==> src/rtl/estimador_mvmult_launcher.sv <==
// ap_ctrl_hs initiator for the estimator row matrix-vector kernel: launches one run per sample
// and returns the three captured row results as one beat. Optional hang detection: MVMULT_LAUNCHER_TIMEOUT_EN.
module estimador_mvmult_launcher #(
  parameter int DATA_W         = 32,
  parameter int TIMEOUT_CYCLES = 64,
  parameter int CNT_W          = 16
) (
  input  logic                     ap_clk,
  input  logic                     ap_rst_n,
  input  logic                     in_valid,
  output logic                     in_ready,
  input  logic signed [DATA_W-1:0] in_x,
  output logic                     k_start,
  input  logic                     k_ready,
  input  logic                     k_done,
  input  logic                     k_idle,
  output logic signed [DATA_W-1:0] k_x,
  input  logic signed [DATA_W-1:0] k_y0,
  input  logic signed [DATA_W-1:0] k_y1,
  input  logic signed [DATA_W-1:0] k_y2,
  input  logic                     k_y0_vld,
  input  logic                     k_y1_vld,
  input  logic                     k_y2_vld,
  output logic                     out_valid,
  input  logic                     out_ready,
  output logic signed [DATA_W-1:0] out_y0,
  output logic signed [DATA_W-1:0] out_y1,
  output logic signed [DATA_W-1:0] out_y2,
  output logic                     busy,
  output logic                     err,
  output logic [CNT_W-1:0]         run_count
);

  typedef enum logic [2:0] {S_IDLE, S_LAUNCH, S_WAIT, S_DONE_CHK, S_OUT} state_t;

  state_t                     state, state_nxt;
  logic [2:0]                 mask;
  logic [2:0]                 lane_vld;
  logic signed [DATA_W-1:0]   cap0, cap1, cap2;
  logic                       accept, cap_en, proto_err, miss, timeout;

  assign in_ready  = (state == S_IDLE);
  assign accept    = in_valid && in_ready;
  assign lane_vld  = {k_y2_vld, k_y1_vld, k_y0_vld};
  // Results are legal while the run is in flight; LAUNCH counts since ap_ready and ap_done may coincide.
  assign cap_en    = (state == S_LAUNCH) || (state == S_WAIT);
  assign proto_err = !cap_en && ((|lane_vld) || k_done);
  assign miss      = (state == S_DONE_CHK) && (mask != 3'b111);

`ifdef MVMULT_LAUNCHER_TIMEOUT_EN
  localparam int TCNT_W = $clog2(TIMEOUT_CYCLES + 1);
  logic [TCNT_W-1:0] tcnt;

  function automatic logic signed [DATA_W-1:0] sat_min();
    return {1'b1, {(DATA_W-1){1'b0}}};
  endfunction

  always_ff @(posedge ap_clk or negedge ap_rst_n) begin
    if (!ap_rst_n)              tcnt <= '0;
    else if (state != S_WAIT)   tcnt <= '0;
    else                        tcnt <= tcnt + 1'b1;
  end

  logic unused_ok;
  assign unused_ok = k_idle;
`else
  logic unused_ok;
  assign unused_ok = ^{k_idle, 32'(TIMEOUT_CYCLES)};
`endif

  always_comb begin
    state_nxt = state;
    timeout   = 1'b0;
    case (state)
      S_IDLE:     if (accept) state_nxt = S_LAUNCH;
      S_LAUNCH:   if (k_ready) state_nxt = k_done ? S_DONE_CHK : S_WAIT;
      S_WAIT: begin
        if (k_done) state_nxt = S_DONE_CHK;
`ifdef MVMULT_LAUNCHER_TIMEOUT_EN
        else if (tcnt == TCNT_W'(TIMEOUT_CYCLES - 1)) begin
          state_nxt = S_OUT;
          timeout   = 1'b1;
        end
`endif
      end
      S_DONE_CHK: state_nxt = S_OUT;
      S_OUT:      if (out_ready) state_nxt = S_IDLE;
      default:    state_nxt = S_IDLE;
    endcase
  end

  always_ff @(posedge ap_clk or negedge ap_rst_n) begin
    if (!ap_rst_n) begin
      state     <= S_IDLE;
      k_start   <= 1'b0;
      busy      <= 1'b0;
      out_valid <= 1'b0;
      mask      <= '0;
      err       <= 1'b0;
      run_count <= '0;
      k_x       <= '0;
      out_y0    <= '0;
      out_y1    <= '0;
      out_y2    <= '0;
    end else begin
      state     <= state_nxt;
      k_start   <= (state_nxt == S_LAUNCH);
      busy      <= (state_nxt != S_IDLE);
      out_valid <= (state_nxt == S_OUT);
      if (accept) begin
        k_x  <= in_x;
        mask <= '0;
      end else if (cap_en) begin
        mask <= mask | lane_vld;
      end
      if (proto_err || miss || timeout) err <= 1'b1;
      if (state == S_DONE_CHK) begin
        out_y0    <= cap0;
        out_y1    <= cap1;
        out_y2    <= cap2;
        run_count <= run_count + 1'b1;
      end
`ifdef MVMULT_LAUNCHER_TIMEOUT_EN
      else if (timeout) begin
        out_y0 <= sat_min();
        out_y1 <= sat_min();
        out_y2 <= sat_min();
      end
`endif
    end
  end

  // Capture lanes are cleared per run, so reset is not needed on this datapath.
  always_ff @(posedge ap_clk) begin
    if (accept) begin
      cap0 <= '0;
      cap1 <= '0;
      cap2 <= '0;
    end else if (cap_en) begin
      if (k_y0_vld) cap0 <= k_y0;
      if (k_y1_vld) cap1 <= k_y1;
      if (k_y2_vld) cap2 <= k_y2;
    end
  end

endmodule

==> config.mk <==
export PLATFORM = sky130hd
export DESIGN_NAME = estimador_mvmult_launcher
export DESIGN_NICKNAME = d
export VERILOG_FILES = /design/src/rtl/estimador_mvmult_launcher.sv
export SDC_FILE = /design/constraint.sdc
export NUM_CORES = 1
export LEC_CHECK = 0
export ABC_CLOCK_PERIOD_IN_PS = 1700
export BUFFER_PORTS_ARGS = -buffer_cell sky130_fd_sc_hd__buf_2
export CORE_MARGIN = 2
export CORE_UTILIZATION = 34
export DETAILED_ROUTE_END_ITERATION = 6
export PLACE_DENSITY = 0.65
export SLEW_MARGIN = 20
export SYNTH_ARGS = -nofsm -noshare
export SYNTH_HDL_FRONTEND = slang
export SYNTH_SLANG_ARGS = --single-unit
==> constraint.sdc <==
create_clock -name ap_clk -period 1.7 [get_ports ap_clk]
set_input_delay 0.34 -clock ap_clk [delete_from_list [all_inputs] [get_ports ap_clk]]
set_output_delay 0.34 -clock ap_clk [all_outputs]
set_load 0.1 [all_outputs]
==> metrics.yaml, run 1 <==
run_status: "finished, violations left"
violations: "negative setup slack"
critPathMaxFanout: 2
synth_area_leaders: "dfrtp_1, dfxtp_1, nand2_1"
io_buffer_count: 285
cp_cell_sequence: "nor3_4 > buf_12"
clk_pin_slew_ns: 0.06
rsz0062_at_grt: "yes"
worst_slack_ns: -0.05386
die_w_um: 170
yosysMostFrequentCell: "nand2_1"
cts_htree_levels: 1
place_ws_ns: 0.1108
period_minus_slack_ns: 1.754
ys_seq_area_share_pct: 61.65
synth_top_cell_by_area: "dfrtp_1"
synth_nets: 1141
cts_buffer_depth: 3
cpPeakStageDelay_ns: 0.42
cts_inserted_buffers: 28
grt_max_degree: 61
die-area_sq_um: 28900
setup_tns_ns: -0.05838
reg2reg_depth: 7
async_flop_share_pct: 61.60
worst_clock_skew_ns: 0.01724
num_rows: 60
synth-main-ff-cell: "dfrtp_1"
cts-root-buf: "clkbuf_16"
required_ns: 1.36
nFillCells: 2574
synth_edf_count: 0
cp-end-kind: "primary output"
synth_area_sq_um: 9369
crit_path_start_kind: "register"
wl_per_cell_um: 15.57
grt_first_pass_wirelength_um: 39190
cp.depth: 2
hp-start: "in_x[5]"
reg2reg_to: "cap2[26]"
report.final.slew_viol_count: 0
core_sq_um: 27030
synth_area_per_cell_sq_um: 9.350
ys_ff_latch: 250
grt_pass1_vias: 7595
syn_inst: 1002
tightest_slew_ns: 0.5408
holdPathStages: 2
clock-sinks: 250
yosys_warnings: 0
fmax_mhz: 570.2
gp_congestion: 0.7659
viasPerCell: 4.655
initial_core_util_pct: 34.67
dpl.hpwl_um: 15940
nNetsFinal: 1455
num_vias: 7820
postRouteAntennaNets: 0
clk_latency_ns: 0.54
arrival_ns: 1.41
hold_viol_final: 0
r2r_slack_ns: 0
relSlewSlack_pct: 63.49
wl_um: 26160
critical_path_buf_inv_count: 1
synth_top_area_share_pct: 41.13
synth.distinct_cells: 34
drt-initial-drc-count: 428
drc: 0
r2r-start: "state[1]"
antenna_found_initial: 2
holdWs_ns: 0.02309
whs_endpoint: "k_x[5]"
post-route-period-util_pct: 103.2
drive_gt1_share_pct: 32.66
path_class: "register to primary output"
maxCapViolations: 0
ys_top_cells_by_count: "nand2_1, dfrtp_1, a21oi_1"
fp.dieH_um: 170
syn2layout_area_growth_pct: 39.34
dr.pass1.iters: 6
grt_usage_pct: 16.80
cts_tree: "built"
hold_class: "input pin to register"
pin_count: 287
overflow: 0
cp_top_family: "flip-flops"
cp_slowest_cell: "dfrtp_2"
setup_violations: 2
-- flip-flops by register name, indices dropped and copies added, names as in the netlist, 3 cells and up --
signal and cells:
k_x 32, cap1 32, run_count 16, cap0 32, mask 3, state 3, out_y1 32, cap2 32
out_y0 32, out_y2 32
-- cell usage in the layout (no fill, tap or decap), drive strengths merged --
master       count
a21oi           99
and2             1
and3             5
buf            264
bufinv           3
clkbuf         109
clkinv           3
dfrtp          154
dfxtp           96
diode            1
dlygate4sd3     16
ha               1
inv              5
mux2            33
nand2          494
nand2b           1
nand3           10
nand3b           2
nand4            2
nor2            12
nor2b            1
nor3             3
nor4             2
o211ai           1
o21ai            3
o311ai           1
or4              1
xnor2           11
xor2             5
-- cells by family (layout without fill, tap and decap cells) --
group | Yosys count | after routing | share of synthesized area, %
DFF | 250 | 250 | 61.65
adders and majority gates | 1 | 1 | 0.1335
AOI/OAI and AO/OA | 104 | 104 | 5.622
buffers and inverters | 64 | 400 | 4.434
other | 0 | 1 | 0
muxes | 33 | 33 | 3.966
and+or+nand+nor | 534 | 534 | 22.50
xor gates and xnor gates | 16 | 16 | 1.696
-- per-stage QoR --
| step | cell area [sq um] | utilization [%] | cells |
|---|---|---|---|
| 6_report | 13060 | 48.31 | 1680 |
| 5_1_grt | 13060 | 48.31 | 1680 |
| 4_1_cts | 12570 | 46.50 | 1668 |
| 3_5_place_dp | 11330 | 41.94 | 1599 |
| 3_3_place_gp | 11330 | 41.94 | 1599 |
| 2_1_floorplan | 9463 | - | 1002 |
-- worst register-to-register path: cells and delay by family (launching register included) --
| family | cells | cell delay [ns] |
|---|---|---|
| xor gates and xnor gates | 1 | 0.20 |
| DFF | 1 | 0.42 |
| buffers and inverters | 3 | 0.51 |
| and+or+nand+nor | 2 | 0.39 |
| AOI/OAI and AO/OA | 1 | 0.12 |
-- repair_timing --
action	CTS	global route
endpoints found under the hold margin	47	0
buffers inserted	3	1
cloned	0	10
hold buffers	16	0
endpoints found under the setup margin	33	204
pin swaps	1	5
gates resized for setup	34	91
-- how the worst max path moves through the flow --
stage	to	slack, ns	from
after CTS	in_ready	-0.09	state[0]
after floorplan	k_x[16]	-0.56	state[0]
final	in_ready	-0.05	state[1]
after detailed placement	cap1[30]	0.11	state[0]
after global routing	in_ready	-0.11	state[0]
after global placement	k_x[29]	0.14	state[1]
-- per-layer routing --
metal / track usage, % / part of all wire [%] / wire length, um
met1: 20.25 / 42 / 10970
met2: 29.41 / 49 / 12740
met3: 3.860 / 6.5 / 1688
met4: 6.057 / 2.8 / 743
met5: 0 / 0.031 / 8
-- area by class of cell --
type / count / area (sq um) / area share, %
Clock buffer: 45 / 864.6 / 6.623
Sequential cell: 250 / 5804 / 44.46
Tap cell: 341 / 426.7 / 3.268
Inverter: 4 / 15.01 / 0.1150
Timing Repair Buffer: 344 / 2494 / 19.10
Multi-Input combinational cell: 688 / 3323 / 25.46
Clock inverter: 7 / 125.1 / 0.9584
Antenna cell: 1 / 2.502 / 0.01917
Power of run 1 is left out: the tool's default activity adds up to more than one toggle a clock period on the data nets, which glitch-free logic cannot reach.
==> run 2, diff against run 1 <==
- CTS_BUF_LIST: not set -> sky130_fd_sc_hd__clkbuf_8 sky130_fd_sc_hd__clkbuf_16
- SLEW_MARGIN: 20 -> 10
==> metrics.yaml, run 2 (synthesis results as in run 1) <==
run_status: "finished, violations left"
violations: "negative setup slack"
hold_class: "input pin to register"
dp_cells: 1599  # unchanged
postRouteAntennaNets: 0  # unchanged
clock-sinks: 250  # unchanged
grt_first_pass_wirelength_um: 39190  # unchanged
final_util_pct: 48.31  # unchanged
cp-end-kind: "primary output"
drt-initial-drc-count: 397  # -7.2%
setup_violations: 3  # +1
overflow: 0  # unchanged
clk_pin_slew_ns: 0.06  # about the same
cts_tree: "built"
die-area_sq_um: 28900  # unchanged
drive_gt1_share_pct: 32.66  # unchanged
relSlewSlack_pct: 65.74  # +2.2 points
wl_per_cell_um: 15.58  # about the same
num_vias: 7770  # -0.64%
placed_cell_area_sq_um: 11330  # unchanged
critPathMaxFanout: 2  # unchanged
final_cell_mix: "nand2_1, buf_2, dfrtp_1"
tightest_slew_ns: 0.5174  # -0.02331 ns
cts_buffer_depth: 3  # unchanged
post-route-period-util_pct: 103.2  # about the same
cts-root-buf: "clkbuf_16"
arrival_ns: 1.41  # about the same
grt_usage_pct: 16.80  # unchanged
setup_tns_ns: -0.06357  # -0.005186 ns
required_ns: 1.36  # about the same
antenna_found_initial: 2  # unchanged
nNetsFinal: 1455  # unchanged
clk_latency_ns: 0.54  # about the same
wl_met2_um: 12640  # -0.78%
stdcell_area_sq_um: 13060  # unchanged
hold_viol_final: 0  # unchanged
wl_um: 26180  # about the same
die_w_um: 170  # unchanged
initial_core_util_pct: 34.67  # unchanged
cts_inserted_buffers: 28  # unchanged
rsz0062_at_grt: "yes"
core_sq_um: 27030  # unchanged
layout_commonest_cell: "nand2_1"
nFillCells: 2573  # -0.039%
dpl.hpwl_um: 15940  # unchanged
gp_congestion: 0.7659  # unchanged
dr_wl_met3_um: 1567  # -7.2%
path_class: "register to primary output"
grt_max_degree: 61  # unchanged
io_buffer_count: 285  # unchanged
worst_clock_skew_ns: 0.01722  # -0.00002750 ns
viasPerCell: 4.625  # -0.64%
num_rows: 60  # unchanged
grt_pass1_vias: 7595  # unchanged
routed.top_layer: "met5"
drc: 0  # unchanged
syn2layout_area_growth_pct: 39.34  # unchanged
period_minus_slack_ns: 1.754  # +0.0003770 ns
pin_count: 287  # unchanged
crit_path_start_kind: "register"
fp.dieH_um: 170  # unchanged
wl_met1_um: 11210  # +2.1%
worst_slack_ns: -0.05424  # -0.0003770 ns
report.final.slew_viol_count: 0  # unchanged
maxCapViolations: 0  # unchanged
dr.pass1.iters: 4  # -2
cts_htree_levels: 1  # unchanged
fmax_mhz: 570.0  # about the same
finalNonFillerCells: 1680  # unchanged
==> run 2: per-layer routing <==
metal	track usage, %	vias up
met5	0	-
met4	6.057	2
met3	3.860	56
met2	29.41	217
met1	20.25	3695
li1	-	3800
==> run 2: cell type report <==
type	count	area [sq um]	area share [%]
diodes	1	2.502	0.01917
clock buffers	38	838.3	6.421
clock inverters	14	151.4	1.160
inverters	4	15.01	0.1150
multi-input cells	688	3323	25.46
flip-flops and latches	250	5804	44.46
well taps	341	426.7	3.268
repair buffers	344	2494	19.10
==> run 2: stage by stage <==
stage,worst slack [ns],hold slack (ns)
global placement,0.1383,0.2987
global route,-0.1111,0.005706
CTS,-0.09292,0.0001350
floorplan,-0.5636,0.04441
finish,-0.05424,0.02269
detailed placement,0.1108,0.2962
==> run 2: worst max-delay path, stage by stage (launching register included) <==
cell	delay (ns)
dfrtp_2	0.42
nor3_4	0.24
buf_12	0.20
==> run 2: path summary, 6_finish.rpt <==
kind | startpoint | end | slack (ns) | cells after the start
max reg2reg | state[1] | cap2[26] | -0.01 | 7
min reg2reg | cap1[22] | out_y1[22] | 0.42 | 2
min | in_x[5] | k_x[5] | 0.02 | 2
max | state[1] | in_ready | -0.05 | 2
min in group asynchronous | ap_rst_n | k_x[28] | 0.29 | 2
max in group asynchronous | ap_rst_n | out_y0[13] | 0.81 | 3
==> run 2: repair_timing <==
item                       in CTS  in global routing
hold endpoints to repair       47                  0
buffers inserted                3                  1
setup endpoints to repair      33                204
gates cloned                    0                 10
hold buffers                   16                  0
pin swaps                       1                  5
gates resized for setup        34                 91
Power of run 2 is left out for the same reason.
==> run 3, diff against run 2 <==
- CORE_MARGIN: 2 -> not set
==> metrics.yaml, run 3 (synthesis results as in run 1) <==
violations: "negative setup slack"
tightest_slew_ns: 0.5170  # -0.0004436 ns
finalNonFillerCells: 1679  # -0.060%
worst_clock_skew_ns: 0.01143  # -0.005781 ns
drc: 0  # unchanged
hold_class: "input pin to register"
syn2layout_area_growth_pct: 42.28
cp-end-kind: "register"
drt-initial-drc-count: 301  # -24%
clk_pin_slew_ns: 0.06  # about the same
grt_pass1_vias: 7570  # -0.33%
nFillCells: 2483  # -3.5%
dp_cells: 1604  # +0.31%
worst_slack_ns: -0.1239  # -0.06965 ns
run_status: "finished, violations left"
overflow: 0  # unchanged
io_buffer_count: 285  # unchanged
arrival_ns: 2.28  # +0.87 ns
initial_core_util_pct: 34.67  # unchanged
dpl.hpwl_um: 16260  # +2.0%
placed_cell_area_sq_um: 11370  # +0.33%
place_ws_ns: 0.008484  # -0.1023 ns
dr.pass1.iters: 5  # +1
report.final.slew_viol_count: 0  # unchanged
postRouteAntennaNets: 0  # unchanged
cts_htree_levels: 1  # unchanged
clk_latency_ns: 0.53  # about the same
gp_congestion: 0.7705  # +0.60%
clock-sinks: 250  # unchanged
cts-root-buf: "clkbuf_16"
grt_first_pass_wirelength_um: 39560  # +0.95%
relSlewSlack_pct: 65.77  # about the same
die_w_um: 168  # -1.2%
path_class: "register to register"
cts_inserted_buffers: 27  # -3.6%
fp.dieH_um: 168  # -1.2%
cts_tree: "built"
cts_buffer_depth: 3  # unchanged
required_ns: 2.15  # +0.79 ns
setup_violations: 94  # +91
rsz0062_at_grt: "yes"
core_sq_um: 27030  # unchanged
maxCapViolations: 0  # unchanged
critPathMaxFanout: 8  # +6
hold_viol_final: 0  # unchanged
drive_gt1_share_pct: 40.69  # +8.0 points
grt_usage_pct: 17.28  # +0.48 points
fmax_mhz: 548.3  # -3.8%
grt_max_degree: 69  # +13%
wl_per_cell_um: 16.50  # +5.9%
num_vias: 7925  # +2.0%
period_minus_slack_ns: 1.824  # +0.06965 ns
post-route-period-util_pct: 107.3  # +4.1 points
viasPerCell: 4.720  # +2.1%
multi_input_area_sq_um: 3679  # +11%
crit_path_start_kind: "register"
final-seq-area_sq_um: 5806  # about the same
nNetsFinal: 1455  # unchanged
r2r_slack_ns: -0.12  # -0.11 ns
pin_count: 287  # unchanged
die-area_sq_um: 28220  # -2.3%
antenna_found_initial: 1  # -1
wl_um: 27700  # +5.8%
layout_commonest_cell: "nand2_1"
stdcell_area_sq_um: 13330  # +2.1%
num_rows: 60  # unchanged
final_cell_mix: "nand2_1, buf_2, dfrtp_1"
-- run 3: cell count changes in the layout (fill, tap and decap cells not counted), moves of 4 or more --
| cell | delta |
|---|---|
| a21oi_1 | -32 |
| dlygate4sd3_1 | -13 |
| a21oi_2 | +32 |
| buf_6 | +5 |
| nand2_4 | +11 |
| buf_4 | -7 |
| clkbuf_4 | -25 |
| buf_2 | +35 |
| clkbuf_16 | +4 |
| nand2_2 | +51 |
| nand2_1 | -62 |
-- run 3: worst paths after layout --
path | depth (start not counted) | from | to
max in group asynchronous | 3 | ap_rst_n | run_count[5]
min reg2reg | 2 | cap0[21] | out_y0[21]
max | 8 | state[0] | cap0[29]
min | 2 | in_x[31] | k_x[31]
min in group asynchronous | 2 | ap_rst_n | k_x[19]
max reg2reg | 8 | state[0] | cap0[29]
-- run 3: cell type report --
class                           count  area share [%]
Sequential cell                   250           43.55
Multi-Input combinational cell    688           27.60
Timing Repair Buffer              345           18.98
Clock buffer                       34           5.791
Tap cell                          341           3.201
Clock inverter                     16          0.7227
Inverter                            4          0.1408
Antenna cell                        1         0.01877
-- run 3: critical path: stages (launching register included) --
cell,delay (ns)
dfrtp_2,0.42
buf_4,0.14
buf_6,0.12
buf_6,0.12
xor2_4,0.19
and3_4,0.33
clkbuf_16,0.22
nand2_2,0.07
a21oi_2,0.12
-- run 3: metal layers --
layer	share of wire [%]	global-route usage (%)	vias to the layer above
li1	-	-	3812
met1	43	21.67	3842
met4	2.0	5.026	0
met2	50	30.11	225
met3	5.3	3.385	46
met5	0	0	-
-- run 3: metrics by stage --
step                      TNS, ns  utilization, %  hold WS (ns)
after floorplan            -58.14               -       0.04441
after global placement          0           42.08        0.2962
after detailed placement        0           42.08        0.2984
after CTS                 -0.1651           45.82     0.0004366
after global routing       -9.135           49.32      0.007479
final                      -3.693           49.32       0.02171
-- run 3: repair_timing --
item / CTS / global route
pin swaps: 0 / 23
hold endpoints to repair: 33 / 0
setup endpoints to repair: 24 / 154
hold buffers: 3 / 0
cloned: 1 / 16
buffers inserted: 2 / 2
resized for setup: 29 / 178
Power of run 3 is left out for the same reason.
